`config.mk`:
```
export PLATFORM = sky130hd
export DESIGN_NAME = controle_varredura_flat
export DESIGN_NICKNAME = d
export VERILOG_FILES = /design/src/rtl/controle_varredura_pkg.sv /design/src/rtl/controle_varredura_if.sv /design/src/rtl/controle_varredura_proximo_digito.sv /design/src/rtl/controle_varredura.sv /design/src/flat_wrapper.sv
export SDC_FILE = /design/constraint.sdc
export NUM_CORES = 1
export LEC_CHECK = 0
export ABC_CLOCK_PERIOD_IN_PS = 2300
export BUFFER_PORTS_ARGS = -buffer_cell sky130_fd_sc_hd__buf_4
export CELL_PAD_IN_SITES_DETAIL_PLACEMENT = 2
export CELL_PAD_IN_SITES_GLOBAL_PLACEMENT = 2
export CORE_AREA = 2 2 57 99
export CTS_CLUSTER_DIAMETER = 40
export CTS_CLUSTER_SIZE = 12
export DETAILED_ROUTE_END_ITERATION = 8
export DIE_AREA = 0 0 59 101
export PLACE_DENSITY = 0.84
export SETUP_SLACK_MARGIN = 0.3
export SYNTH_ARGS = -nofsm -noshare
export SYNTH_HDL_FRONTEND = slang
export SYNTH_SLANG_ARGS = --single-unit
```
`constraint.sdc`:
```
create_clock -name clk -period 2.3 [get_ports clk]
set_input_delay 0.345 -clock clk [delete_from_list [all_inputs] [get_ports clk]]
set_output_delay 0.345 -clock clk [all_outputs]
set_load 0.005 [all_outputs]
```
`src/rtl/controle_varredura_pkg.sv`:
```
// Shared definitions for the 4-digit display scan controller:
// state encodings, the all-off anode pattern and an anode decode helper.
package controle_varredura_pkg;

  typedef enum logic [1:0] {
    S_IDLE  = 2'b00,
    S_SHOW  = 2'b01,
    S_BLANK = 2'b10
  } state_t;

  // All digit enables inactive (anodes are active-low).
  localparam logic [3:0] AN_OFF = 4'b1111;

  // Active-low one-hot anode pattern lighting digit idx.
  function automatic logic [3:0] an_on(input logic [1:0] idx);
    logic [3:0] onehot;
    onehot = 4'b0001 << idx;
    return ~onehot;
  endfunction

endpackage

```
`src/rtl/controle_varredura_if.sv`:
```
// Scan controller bus: enable/mask in, mux select and display drive out.
// The controller uses the slave view; whoever drives en/mask uses master.
interface controle_varredura_if;
  logic       en;
  logic [3:0] mask;
  logic [1:0] sel;
  logic [3:0] an;
  logic       blank;
  logic       frame;

  modport master (output en, mask, input sel, an, blank, frame);
  modport slave  (input en, mask, output sel, an, blank, frame);
endinterface

```
`src/rtl/controle_varredura_proximo_digito.sv`:
```
// Combinational digit picker. With incl=1 it returns the first enabled
// index starting at idx (idx, idx+1, ...); with incl=0 the first enabled
// index after idx (idx+1, ..., idx). wrap flags an advance that does not
// move to a higher index, i.e. the scan has come round again.
module proximo_digito (
  input  logic [1:0] idx,
  input  logic [3:0] mask,
  input  logic       incl,
  output logic [1:0] nxt,
  output logic       wrap
);

  logic [1:0] cand [4];

  // Candidate k is the k-th index visited in circular search order.
  genvar gi;
  generate
    for (gi = 0; gi < 4; gi++) begin : g_cand
      assign cand[gi] = idx + (incl ? 2'(gi) : 2'(gi + 1));
    end
  endgenerate

  // Earliest enabled candidate wins; scanning backwards lets it overwrite.
  always_comb begin
    nxt = idx;
    for (int k = 3; k >= 0; k--) begin
      if (mask[cand[k]]) begin
        nxt = cand[k];
      end
    end
    wrap = (mask != 4'b0000) && !incl && (nxt <= idx);
  end

endmodule

```
`src/rtl/controle_varredura.sv`:
```
// Scan controller for a 4-digit multiplexed display. Each enabled digit is
// lit for DIV_SHOW cycles, then all anodes are off for DIV_BLANK cycles
// before moving on; frame pulses for one cycle after each wrap-around.
module controle_varredura
  import controle_varredura_pkg::*;
#(
  parameter int DIV_SHOW  = 50000,
  parameter int DIV_BLANK = 500,
  parameter int CNT_W     = 16
) (
  input  logic                 clk,
  input  logic                 reset,
  controle_varredura_if.slave  bus
);

  // Terminal counts; the blank one is unused when blanking is disabled.
  localparam logic [CNT_W-1:0] SHOW_LAST  = CNT_W'(DIV_SHOW - 1);
  localparam logic [CNT_W-1:0] BLANK_LAST = CNT_W'((DIV_BLANK > 0) ? DIV_BLANK - 1 : 0);

  state_t           state_q, state_d;
  logic [1:0]       sel_q, sel_d;
  logic [3:0]       an_q, an_d;
  logic             blank_q, blank_d;
  logic             frame_q, frame_d;
  logic [CNT_W-1:0] cnt_q, cnt_d;

  logic [1:0] first_idx, next_idx;
  logic       first_wrap, next_wrap;
  logic       active;

  // Entry from IDLE may light the current digit itself.
  proximo_digito u_first (
    .idx  (sel_q),
    .mask (bus.mask),
    .incl (1'b1),
    .nxt  (first_idx),
    .wrap (first_wrap)
  );

  // Advances always move past the current digit.
  proximo_digito u_next (
    .idx  (sel_q),
    .mask (bus.mask),
    .incl (1'b0),
    .nxt  (next_idx),
    .wrap (next_wrap)
  );

  assign active = bus.en && (bus.mask != 4'b0000);

  // Next-state, counter and output decode; outputs are computed here so
  // that they change on the same edge as the state.
  always_comb begin
    state_d = state_q;
    sel_d   = sel_q;
    an_d    = an_q;
    blank_d = blank_q;
    frame_d = 1'b0;
    cnt_d   = cnt_q;

    case (state_q)
      S_IDLE: begin
        an_d    = AN_OFF;
        blank_d = 1'b1;
        if (active) begin
          state_d = S_SHOW;
          sel_d   = first_idx;
          an_d    = an_on(first_idx);
          blank_d = 1'b0;
          cnt_d   = '0;
        end
      end

      S_SHOW: begin
        if (!active) begin
          state_d = S_IDLE;
          an_d    = AN_OFF;
          blank_d = 1'b1;
          cnt_d   = '0;
        end else if (!bus.mask[sel_q] || (cnt_q == SHOW_LAST)) begin
          cnt_d = '0;
          if (DIV_BLANK == 0) begin
            // No gap: hop straight to the next digit.
            sel_d   = next_idx;
            an_d    = an_on(next_idx);
            blank_d = 1'b0;
            frame_d = next_wrap;
          end else begin
            state_d = S_BLANK;
            an_d    = AN_OFF;
            blank_d = 1'b1;
          end
        end else begin
          cnt_d = cnt_q + CNT_W'(1);
        end
      end

      S_BLANK: begin
        if (!active) begin
          state_d = S_IDLE;
          an_d    = AN_OFF;
          blank_d = 1'b1;
          cnt_d   = '0;
        end else if (cnt_q == BLANK_LAST) begin
          // next() is evaluated here so mask edits during the gap count.
          state_d = S_SHOW;
          sel_d   = next_idx;
          an_d    = an_on(next_idx);
          blank_d = 1'b0;
          frame_d = next_wrap;
          cnt_d   = '0;
        end else begin
          cnt_d = cnt_q + CNT_W'(1);
        end
      end

      default: begin
        state_d = S_IDLE;
        an_d    = AN_OFF;
        blank_d = 1'b1;
        cnt_d   = '0;
      end
    endcase
  end

  // State, counter and registered outputs; reset blanks the display at once.
  always_ff @(posedge clk or posedge reset) begin
    if (reset) begin
      state_q <= S_IDLE;
      sel_q   <= 2'b00;
      an_q    <= AN_OFF;
      blank_q <= 1'b1;
      frame_q <= 1'b0;
      cnt_q   <= '0;
    end else begin
      state_q <= state_d;
      sel_q   <= sel_d;
      an_q    <= an_d;
      blank_q <= blank_d;
      frame_q <= frame_d;
      cnt_q   <= cnt_d;
    end
  end

  assign bus.sel   = sel_q;
  assign bus.an    = an_q;
  assign bus.blank = blank_q;
  assign bus.frame = frame_q;

endmodule

```
`src/flat_wrapper.sv`:
```
// flat-port wrapper written by rule: the top's interface ports become plain ports
module controle_varredura_flat import controle_varredura_pkg::*;
#(
  parameter int DIV_SHOW  = 50000,
  parameter int DIV_BLANK = 500,
  parameter int CNT_W     = 16
)
  (clk, reset, bus_en, bus_mask, bus_sel, bus_an, bus_blank, bus_frame);
  controle_varredura_if bus_i ();
  input  logic clk;
  input  logic reset;
  input wire logic [$bits(bus_i.en)-1:0] bus_en;
  input wire logic [$bits(bus_i.mask)-1:0] bus_mask;
  output wire logic [$bits(bus_i.sel)-1:0] bus_sel;
  output wire logic [$bits(bus_i.an)-1:0] bus_an;
  output wire logic [$bits(bus_i.blank)-1:0] bus_blank;
  output wire logic [$bits(bus_i.frame)-1:0] bus_frame;
  assign bus_i.en = bus_en;
  assign bus_i.mask = bus_mask;
  assign bus_sel = bus_i.sel;
  assign bus_an = bus_i.an;
  assign bus_blank = bus_i.blank;
  assign bus_frame = bus_i.frame;
  controle_varredura #(.DIV_SHOW(DIV_SHOW), .DIV_BLANK(DIV_BLANK), .CNT_W(CNT_W)) u_core (.clk(clk), .reset(reset), .bus(bus_i));
endmodule
```
==> results.sh, run 1 <==
export IMPL_status="finished clean"
export IMPL_avgRoutedWirePerCell_um=21.7
export IMPL_powerDensity_mw_per_mm2=1060
export IMPL_syn2layout_area_growth_pct=22.4
export IMPL_setup_viol=0
export IMPL_async_flop_share=1.00
export IMPL_hold_viol_final=0
export IMPL_rows=35
export IMPL_worstPathRequired_ns=2.51
export IMPL_netlist_area_mm2=0.00184
export IMPL_cts_root_buf="clkbuf_8"
export IMPL_wl_um=6200
export IMPL_grt_remaining_overflow=0
export IMPL_skew_ns=0.00424
export IMPL_seq_area_um2=661
export IMPL_cts_sinks=26
export IMPL_reg2reg_depth=7
export IMPL_synth_edff_count=0
export IMPL_r2r_start="u_core.bus.sel[0]"
export IMPL_grtUsageTotal=0.215
export IMPL_p_leak_nw=0.941
export IMPL_portBuffers=14
export IMPL_drc_errors=0
export IMPL_htreeDepth=1
export IMPL_num_fill_cells=568
export IMPL_vias=1707
export IMPL_grt_pass1_wl_um=9560
export IMPL_cts_tree="built"
export IMPL_peakVddDrop_uv=485
export IMPL_clk_pin_slew_ns=0.10
export IMPL_critPathMaxFanout=5
export IMPL_netlist_instances=200
export IMPL_max_freq_mhz=520
export IMPL_hp_class="in -> async"
export IMPL_yosys_warnings=0
export IMPL_clock_path_buffers=2
export IMPL_synth_seq_area_share=0.357
export IMPL_grt_max_degree=27
export IMPL_setup_worst_path_end_class="flop"
export IMPL_core_area_mm2=0.00517
export IMPL_nets=246
export IMPL_diodes=0
export IMPL_drv_cap=0
export IMPL_synth_seq_cells=26
export IMPL_synthDistinctLibCells=49
export IMPL_ff2ff_setup_slack_ns=0.38
export IMPL_antenna_found_initial=0
export IMPL_dieHeight_um=101
export IMPL_critPathKind="reg -> reg"
export IMPL_io_pins=15
export IMPL_period_share=0.836
export IMPL_die_area_mm2=0.00596
export IMPL_vias_per_cell=5.97
export IMPL_dp_hpwl_um=4440
export IMPL_total_power_mw=2.40
export IMPL_maxSlewHeadroom=0.672
export IMPL_finish_instance_area_mm2=0.00225
export IMPL_arrival_ns=2.13
export IMPL_grt_pass1_vias=1865
export IMPL_ant_nets=0
export IMPL_syn_nets=214
export IMPL_ys_flop_type="dfrtp_1"
export IMPL_insertion_delay_ns=0.29
export IMPL_fp_dieW_um=59
export IMPL_drive_above_1_share=0.303
export IMPL_numCtsBuffers=3
export IMPL_worstSetupStartpointType="flop"
export IMPL_drt_initial_drc_count=26
export IMPL_rsz0062_at_grt="yes"
export IMPL_multiInputGateArea_mm2=0.00114
export IMPL_avgSynthCellArea_um2=9.21
export IMPL_start_util=0.356
export IMPL_startpoint="u_core.bus.sel[0]"
export IMPL_fin_crit_ns=1.92
export IMPL_slew_viol_final=0
export IMPL_routabilityCongestion=0.742
export IMPL_place_area_mm2=0.00201
export IMPL_first_pass_iters=4
export IMPL_tightestPinTransition_ns=0.492
export IMPL_reg2reg_to="u_core.bus.an[3]"
-- timing repair --
action	4_1_cts	5_1_grt
gates cloned	0	0
setup buffers	8	7
endpoints found under the setup margin	17	22
hold buffers	0	0
pin swaps	3	5
gates resized for setup	6	19
-- cell usage after synthesis, drive strengths merged (4+ instances only) --
master / instances / area share
dfrtp: 21 / 0.29
inv: 15 / 0.031
o31ai: 8 / 0.033
buf: 7 / 0.030
nand2: 17 / 0.040
dfstp: 5 / 0.071
o21ai: 9 / 0.031
nand2b: 4 / 0.014
a31oi: 4 / 0.014
nand4: 6 / 0.020
ha: 7 / 0.048
a21oi: 25 / 0.068
nor2: 6 / 0.012
nand3: 8 / 0.022
xor2: 13 / 0.062
a211oi: 5 / 0.033
nor3: 4 / 0.014
and2: 4 / 0.014
-- layer usage --
layer | track usage | wire [um]
met2 | 0.432 | 3660
met3 | 0.0141 | 95
met5 | 0 | 0
met4 | 0.0839 | 227
met1 | 0.215 | 2220
-- power breakdown --
part	internal [mW]	switching [mW]	total [mW]
sequential	0.569	0.0888	0.657
clock	0.125	0.165	0.290
combinational	0.622	0.832	1.45
total	1.32	1.09	2.40
-- cells by family (layout without fill, tap and decap cells) --
| kind of cell | Yosys count | after routing | synth area share |
|---|---|---|---|
| xor+xnor | 14 | 14 | 0.0666 |
| mux | 3 | 3 | 0.0231 |
| buf+inv | 24 | 55 | 0.0645 |
| simple gates | 59 | 59 | 0.173 |
| flops | 26 | 26 | 0.357 |
| compound gates | 67 | 67 | 0.268 |
| fa+ha+maj | 7 | 7 | 0.0476 |
-- critical path, stage by stage (launching register included) --
cell and delay, ns:
dfrtp_2 0.44, buf_4 0.15, buf_4 0.12, nand2b_1 0.10
a21oi_1 0.08, or3_1 0.43, o31ai_1 0.39, a31oi_1 0.14
-- worst max-delay path by stage --
stage	to	cells past startpoint
3_5_place_dp	u_core.bus.frame	9
6_report	u_core.bus.an[3]	7
3_3_place_gp	u_core.bus.frame	9
5_1_grt	u_core.state_q[1]	7
2_1_floorplan	u_core.bus.frame	10
4_1_cts	u_core.bus.frame	9
-- registers in the layout (all words and copies together), names as in the netlist --
signal and count:
u_core.bus.an 4, u_core.bus.blank 1, u_core.bus.frame 1, u_core.bus.sel 2
u_core.cnt_q 16, u_core.state_q 2
-- cells in the final DEF, fill, tap and decap left out, drive strengths merged, types with 4 or more instances in the layout --
cell type   n
a31oi       4
inv        15
o31ai       8
buf        36
a21oi      25
ha          7
a211oi      5
xor2       13
nor2        6
dfstp       5
o21ai       9
nand2      17
and2        4
dfrtp      21
nand3       8
nand4       6
nand2b      4
nor3        4
clkbuf      4
-- cell type report --
type / instances / area share
Multi-Input combinational cell: 150 / 0.504
Sequential cell: 26 / 0.293
Timing Repair Buffer: 36 / 0.125
Tap cell: 55 / 0.0305
Inverter: 15 / 0.0272
Clock buffer: 4 / 0.0200
-- through the flow --
step | utilization | std cells | hold WS [ns] | TNS, ns | setup slack (ns)
after floorplan | - | 200 | 0.381 | 0 | 0.491
after global placement | 0.388 | 267 | 0.433 | -0.0297 | -0.0297
after detailed placement | 0.388 | 267 | 0.448 | -0.0107 | -0.0107
after CTS | 0.414 | 279 | 0.137 | 0 | 0.266
after global routing | 0.436 | 286 | 0.156 | 0 | 0.296
final | 0.436 | 286 | 0.117 | 0 | 0.378
No activity file was read; power rests on OpenSTA's default activity.
==> inputs of run 2 (changes only) <==
--- a/config.mk
+++ b/config.mk
@@ -5,16 +5,16 @@
 export SDC_FILE = /design/constraint.sdc
 export NUM_CORES = 1
 export LEC_CHECK = 0
-export ABC_CLOCK_PERIOD_IN_PS = 2300
+export ABC_CLOCK_PERIOD_IN_PS = 1600
 export BUFFER_PORTS_ARGS = -buffer_cell sky130_fd_sc_hd__buf_4
 export CELL_PAD_IN_SITES_DETAIL_PLACEMENT = 2
 export CELL_PAD_IN_SITES_GLOBAL_PLACEMENT = 2
-export CORE_AREA = 2 2 57 99
+export CORE_AREA = 2 2 59 103
 export CTS_CLUSTER_DIAMETER = 40
 export CTS_CLUSTER_SIZE = 12
 export DETAILED_ROUTE_END_ITERATION = 8
-export DIE_AREA = 0 0 59 101
-export PLACE_DENSITY = 0.84
+export DIE_AREA = 0 0 61 105
+export PLACE_DENSITY = 0.82
 export SETUP_SLACK_MARGIN = 0.3
 export SYNTH_ARGS = -nofsm -noshare
 export SYNTH_HDL_FRONTEND = slang
==> constraint.sdc (replaced) <==
create_clock -name clk -period 1.6 [get_ports clk]
set_input_delay 0.24 -clock clk [delete_from_list [all_inputs] [get_ports clk]]
set_output_delay 0.24 -clock clk [all_outputs]
set_load 0.005 [all_outputs]
==> run 2 against run 1 <==
Net effect:
- the flow now finishes with violations (setup timing)
- maximum frequency decreased by 6.5%
- sequential power increased by 44%
- final area increased by 31%
- flip-flop and latch count unchanged
- non-clock buffer count increased by 56
- critical path depth increased by 1
- sequential share of layout area decreased by 7.0 points
- setup slack got worse by 0.83 ns
- critical path type unchanged
- largest power group unchanged
==> results.sh, run 2 (synthesis gave the netlist of run 1 again) <==
export IMPL_clk_pin_slew_ns=0.11
export IMPL_insertion_delay_ns=0.29
export IMPL_grt_remaining_overflow=0
export IMPL_drc_errors=0
export IMPL_period_share=1.29
export IMPL_grt_pass1_wl_um=13200
export IMPL_regMostFlops="u_core.cnt_q"
export IMPL_cts_root_buf="clkbuf_8"
export IMPL_worstSetupStartpointType="flop"
export IMPL_slew_viol_final=0
export IMPL_critPathKind="reg -> reg"
export IMPL_numCtsBuffers=3
export IMPL_failed_checks="setup timing"
export IMPL_rsz0062_at_grt="yes"
export IMPL_p_leak_nw=1.27
export IMPL_die_area_mm2=0.00641
export IMPL_io_pins=15
export IMPL_cts_hold_buf=0
export IMPL_skew_ns=0.0116
export IMPL_syn2layout_area_growth_pct=60.5
export IMPL_wl_met1_um=2970
export IMPL_wl_met3_um=184
export IMPL_fin_crit_ns=2.06
export IMPL_tightestPinTransition_ns=0.430
export IMPL_peakVddDrop_uv=748
export IMPL_dp_hpwl_um=5770
export IMPL_drive_above_1_share=0.554
export IMPL_core_area_mm2=0.00554
export IMPL_diodes=0
export IMPL_wl_um=9220
export IMPL_grt_max_degree=27
export IMPL_grt_pass1_vias=2417
export IMPL_critPathMaxFanout=7
export IMPL_worstPathRequired_ns=1.76
export IMPL_vias=2025
export IMPL_status="finished with violations"
export IMPL_nets=302
export IMPL_antenna_found_initial=0
export IMPL_ant_nets=0
export IMPL_fp_dieW_um=61
export IMPL_vias_per_cell=5.58
export IMPL_maxSlewHeadroom=0.710
export IMPL_arrival_ns=2.21
export IMPL_portBuffers=14
export IMPL_hold_viol_final=0
export IMPL_rows=36
export IMPL_htreeDepth=1
export IMPL_postLayoutCoreUtil=0.534
export IMPL_post_place_ws_ns=-0.249
export IMPL_first_pass_iters=4
export IMPL_setup_worst_path_end_class="flop"
export IMPL_drt_initial_drc_count=67
export IMPL_largest_reg_flops=16
export IMPL_start_util=0.332
export IMPL_grtUsageTotal=0.285
export IMPL_powerDensity_mw_per_mm2=1480
export IMPL_mostFrequentLayoutCells="buf_4 (81), dfrtp_1 (19), xor2_1 (13), a21oi_1 (13), nand2_1 (12)"
export IMPL_final_common_cell="buf_4"
export IMPL_cts_tree="built"
export IMPL_dieHeight_um=105
export IMPL_cts_sinks=26
export IMPL_hp_class="in -> async"
export IMPL_max_freq_mhz=486
export IMPL_drv_cap=0
export IMPL_avgRoutedWirePerCell_um=25.4
export IMPL_top_layer_used="met4"
export IMPL_clock_path_buffers=2
export IMPL_routabilityCongestion=0.789
export IMPL_setup_viol=26
export IMPL_wl_met2_um=5640
export IMPL_setup_slack_ns=-0.456
export IMPL_hold_slack_ns=0.00997
-- run 2: cell count changes in the layout (fill, tap and decap cells not counted), sizes merged --
cell	before	now
buf	36	92
-- run 2: routing by layer --
metal / vias to the layer above / global-route usage
li1: 908 / -
met1: 1031 / 0.273
met2: 58 / 0.565
met3: 28 / 0.0186
met4: 0 / 0.126
met5: - / 0
-- run 2: worst paths after layout --
kind                                    from               end  slack [ns]  depth (start not counted)
max in group asynchronous              reset  u_core.bus.an[0]        1.26                          3
min in group clk            u_core.bus.an[3]  u_core.bus.an[3]        0.55                          2
hold / removal                         reset   u_core.cnt_q[2]        0.01                          3
setup reg to reg           u_core.bus.sel[1]  u_core.bus.frame       -0.46                          8
setup / recovery           u_core.bus.sel[1]  u_core.bus.frame       -0.46                          8
hold reg to reg             u_core.bus.an[3]  u_core.bus.an[3]        0.55                          2
-- run 2: metrics by stage --
| step | cell area, um^2 | setup TNS, ns | power, mW | std cells |
|---|---|---|---|---|
| floorplan | 1900 | -0.524 | 2.03 | 200 |
| global placement | 2520 | -1.68 | 2.96 | 347 |
| detailed placement | 2520 | -4.02 | 3.13 | 347 |
| CTS | 2820 | -3.79 | 3.96 | 359 |
| global route | 2960 | -8.13 | 4.55 | 363 |
| finish | 2960 | -7.41 | 4.37 | 363 |
-- run 2: layout make-up --
cell class | count | area [um^2]
clock buffer | 4 | 55.1
fill | 572 | 2580
inverter | 15 | 58.8
multi-input combinational | 150 | 1350
sequential | 26 | 659
tap | 76 | 95.1
timing repair buffer | 92 | 741
-- run 2: worst max-delay path, cell delays in order, from the launching register on --
cell and delay [ns]:
dfrtp_2 0.49, buf_6 0.16, a211oi_2 0.25, a211o_1 0.17
inv_1 0.08, ha_1 0.31, a21oi_2 0.13, a21oi_1 0.07
nor4_1 0.28
-- run 2: where the power goes --
group | switching (mW) | internal [mW] | leakage (nW)
clock | 0.241 | 0.221 | 0.0288
combinational | 1.60 | 1.36 | 0.902
sequential | 0.133 | 0.816 | 0.338
total | 1.97 | 2.40 | 1.27
-- run 2: what timing repair did --
item	CTS	global route
pin swaps	9	5
setup endpoints to repair	27	28
endpoints found under the hold margin	0	0
gates resized for setup	45	21
setup buffers	8	4
==> inputs of run 3 (changes only) <==
--- a/config.mk
+++ b/config.mk
@@ -7,14 +7,11 @@
 export LEC_CHECK = 0
 export ABC_CLOCK_PERIOD_IN_PS = 1600
 export BUFFER_PORTS_ARGS = -buffer_cell sky130_fd_sc_hd__buf_4
-export CELL_PAD_IN_SITES_DETAIL_PLACEMENT = 2
-export CELL_PAD_IN_SITES_GLOBAL_PLACEMENT = 2
-export CORE_AREA = 2 2 59 103
-export CTS_CLUSTER_DIAMETER = 40
+export CORE_AREA = 2 2 55 95
 export CTS_CLUSTER_SIZE = 12
 export DETAILED_ROUTE_END_ITERATION = 8
-export DIE_AREA = 0 0 61 105
-export PLACE_DENSITY = 0.82
+export DIE_AREA = 0 0 57 97
+export PLACE_DENSITY = 0.66
 export SETUP_SLACK_MARGIN = 0.3
 export SYNTH_ARGS = -nofsm -noshare
 export SYNTH_HDL_FRONTEND = slang
==> run 3 against run 2 <==
Net effect:
- the flow still finishes with violations (setup timing)
- sequential power is 0.6% lower
- hold slack better by 0.015 ns
- sequential share of layout area increased by 0.68 points
- clock-buffer cell count down 1
- critical path depth unchanged
- setup slack better by 0.19 ns
- clock power grew 18%
- wire length shrank 42%
- via count is 6.0% lower
==> results.sh, run 3 (synthesis gave the netlist of run 1 again) <==
export IMPL_status="finished with violations"
export IMPL_failed_checks="setup timing"
export IMPL_core_area_mm2=0.00471
export IMPL_grtUsageTotal=0.192
export IMPL_ant_nets=0
export IMPL_skew_ns=0.00971
export IMPL_p_leak_nw=1.25
export IMPL_drv_cap=0
export IMPL_rows=33
export IMPL_hp_class="in -> async"
export IMPL_avgRoutedWirePerCell_um=16.0
export IMPL_grt_pass1_wl_um=8540
export IMPL_cts_root_buf="clkbuf_8"
export IMPL_grt_pass1_vias=1892
export IMPL_final_common_cell="buf_4"
export IMPL_setup_slack_ns=-0.265
export IMPL_die_area_mm2=0.00553
export IMPL_fin_tns_setup_ns=-5.15
export IMPL_wl_um=5370
export IMPL_syn2layout_area_growth_pct=55.8
export IMPL_critPathMaxFanout=5
export IMPL_r2r_start="u_core.bus.sel[1]"
export IMPL_clock_path_buffers=2
export IMPL_tightestPinTransition_ns=0.350
export IMPL_htreeDepth=1
export IMPL_startpoint="u_core.bus.sel[1]"
export IMPL_period_share=1.17
export IMPL_maxSlewHeadroom=0.764
export IMPL_grt_remaining_overflow=0
export IMPL_worstSetupStartpointType="flop"
export IMPL_fin_crit_ns=1.87
export IMPL_regMostFlops="u_core.cnt_q"
export IMPL_drt_initial_drc_count=34
export IMPL_powerDensity_mw_per_mm2=1450
export IMPL_drive_above_1_share=0.535
export IMPL_dieHeight_um=97
export IMPL_mostFrequentLayoutCells="buf_4 (80), dfrtp_1 (19), a21oi_1 (16), nand2_1 (14), xor2_1 (13)"
export IMPL_place_area_mm2=0.00249
export IMPL_cts_sinks=26
export IMPL_clk_pin_slew_ns=0.10
export IMPL_critPathKind="reg -> reg"
export IMPL_worstPathRequired_ns=1.78
export IMPL_numCtsBuffers=3
export IMPL_start_util=0.391
export IMPL_peakVddDrop_uv=905
export IMPL_largest_reg_flops=16
export IMPL_setup_viol=26
export IMPL_insertion_delay_ns=0.27
export IMPL_drc_errors=0
export IMPL_fp_dieW_um=57
export IMPL_portBuffers=14
export IMPL_num_fill_cells=415
export IMPL_io_pins=15
export IMPL_arrival_ns=2.04
export IMPL_antenna_found_initial=0
export IMPL_vias_per_cell=5.66
export IMPL_rsz0062_at_grt="yes"
export IMPL_vias=1903
export IMPL_nets=299
export IMPL_first_pass_iters=4
export IMPL_finish_instance_area_mm2=0.00287
export IMPL_dp_hpwl_um=3830
export IMPL_setup_worst_path_end_class="flop"
export IMPL_diodes=0
export IMPL_grt_max_degree=27
export IMPL_routabilityCongestion=0.788
export IMPL_slew_viol_final=0
export IMPL_cts_tree="built"
export IMPL_hold_viol_final=0
export IMPL_max_freq_mhz=536
run 3: per-layer routing:
metal | vias to the layer above | global-route usage | routed length [um]
met5 | - | 0 | 0
met1 | 925 | 0.202 | 1910
met4 | 0 | 0.0823 | 260
met2 | 53 | 0.370 | 3100
li1 | 903 | - | -
met3 | 22 | 0.0134 | 94
run 3: final timing paths:
kind                               endpoint  slack, ns  depth (start not counted)
setup / recovery           u_core.bus.frame      -0.27                          8
hold / removal              u_core.cnt_q[6]       0.03                          3
min in group clk           u_core.bus.an[0]       0.52                          2
setup reg to reg           u_core.bus.frame      -0.27                          8
max in group asynchronous  u_core.bus.an[3]       1.27                          3
hold reg to reg            u_core.bus.an[0]       0.52                          2
run 3: what timing repair did:
item | in CTS | in global routing
setup endpoints to repair | 27 | 28
hold buffers | 0 | 0
gates cloned | 0 | 0
pin swaps | 7 | 12
setup buffers | 3 | 6
resized for setup | 26 | 30
run 3: final cells by class:
class	count	area (um^2)	area share
Multi-Input combinational cell	150	1310	0.455
Timing Repair Buffer	89	711	0.248
Sequential cell	26	659	0.230
Tap cell	52	65.1	0.0227
Inverter	15	56.3	0.0196
Clock buffer	3	41.3	0.0144
Clock inverter	1	30.0	0.0105
run 3: stage by stage:
stage	power [mW]	utilization	cells	hold WS (ns)	worst slack [ns]
after floorplan	2.03	-	200	0.276	-0.0832
after global placement	2.88	0.530	323	0.326	-0.152
after detailed placement	2.92	0.530	323	0.334	-0.211
after CTS	3.71	0.571	330	0.0298	-0.196
after global routing	4.45	0.610	336	0.0467	-0.378
final	4.16	0.610	336	0.0251	-0.265
run 3: worst max-delay path: stages, from the launching register on:
cell and delay, ns:
dfrtp_2 0.47, buf_6 0.14, buf_6 0.11, a211o_1 0.32
inv_2 0.09, ha_4 0.21, a21oi_2 0.14, a21oi_2 0.05
nor4_2 0.24
run 3: power breakdown:
group / switching, mW / internal, mW
registers: 0.128 / 0.815
logic: 1.27 / 1.41
clock network: 0.212 / 0.335
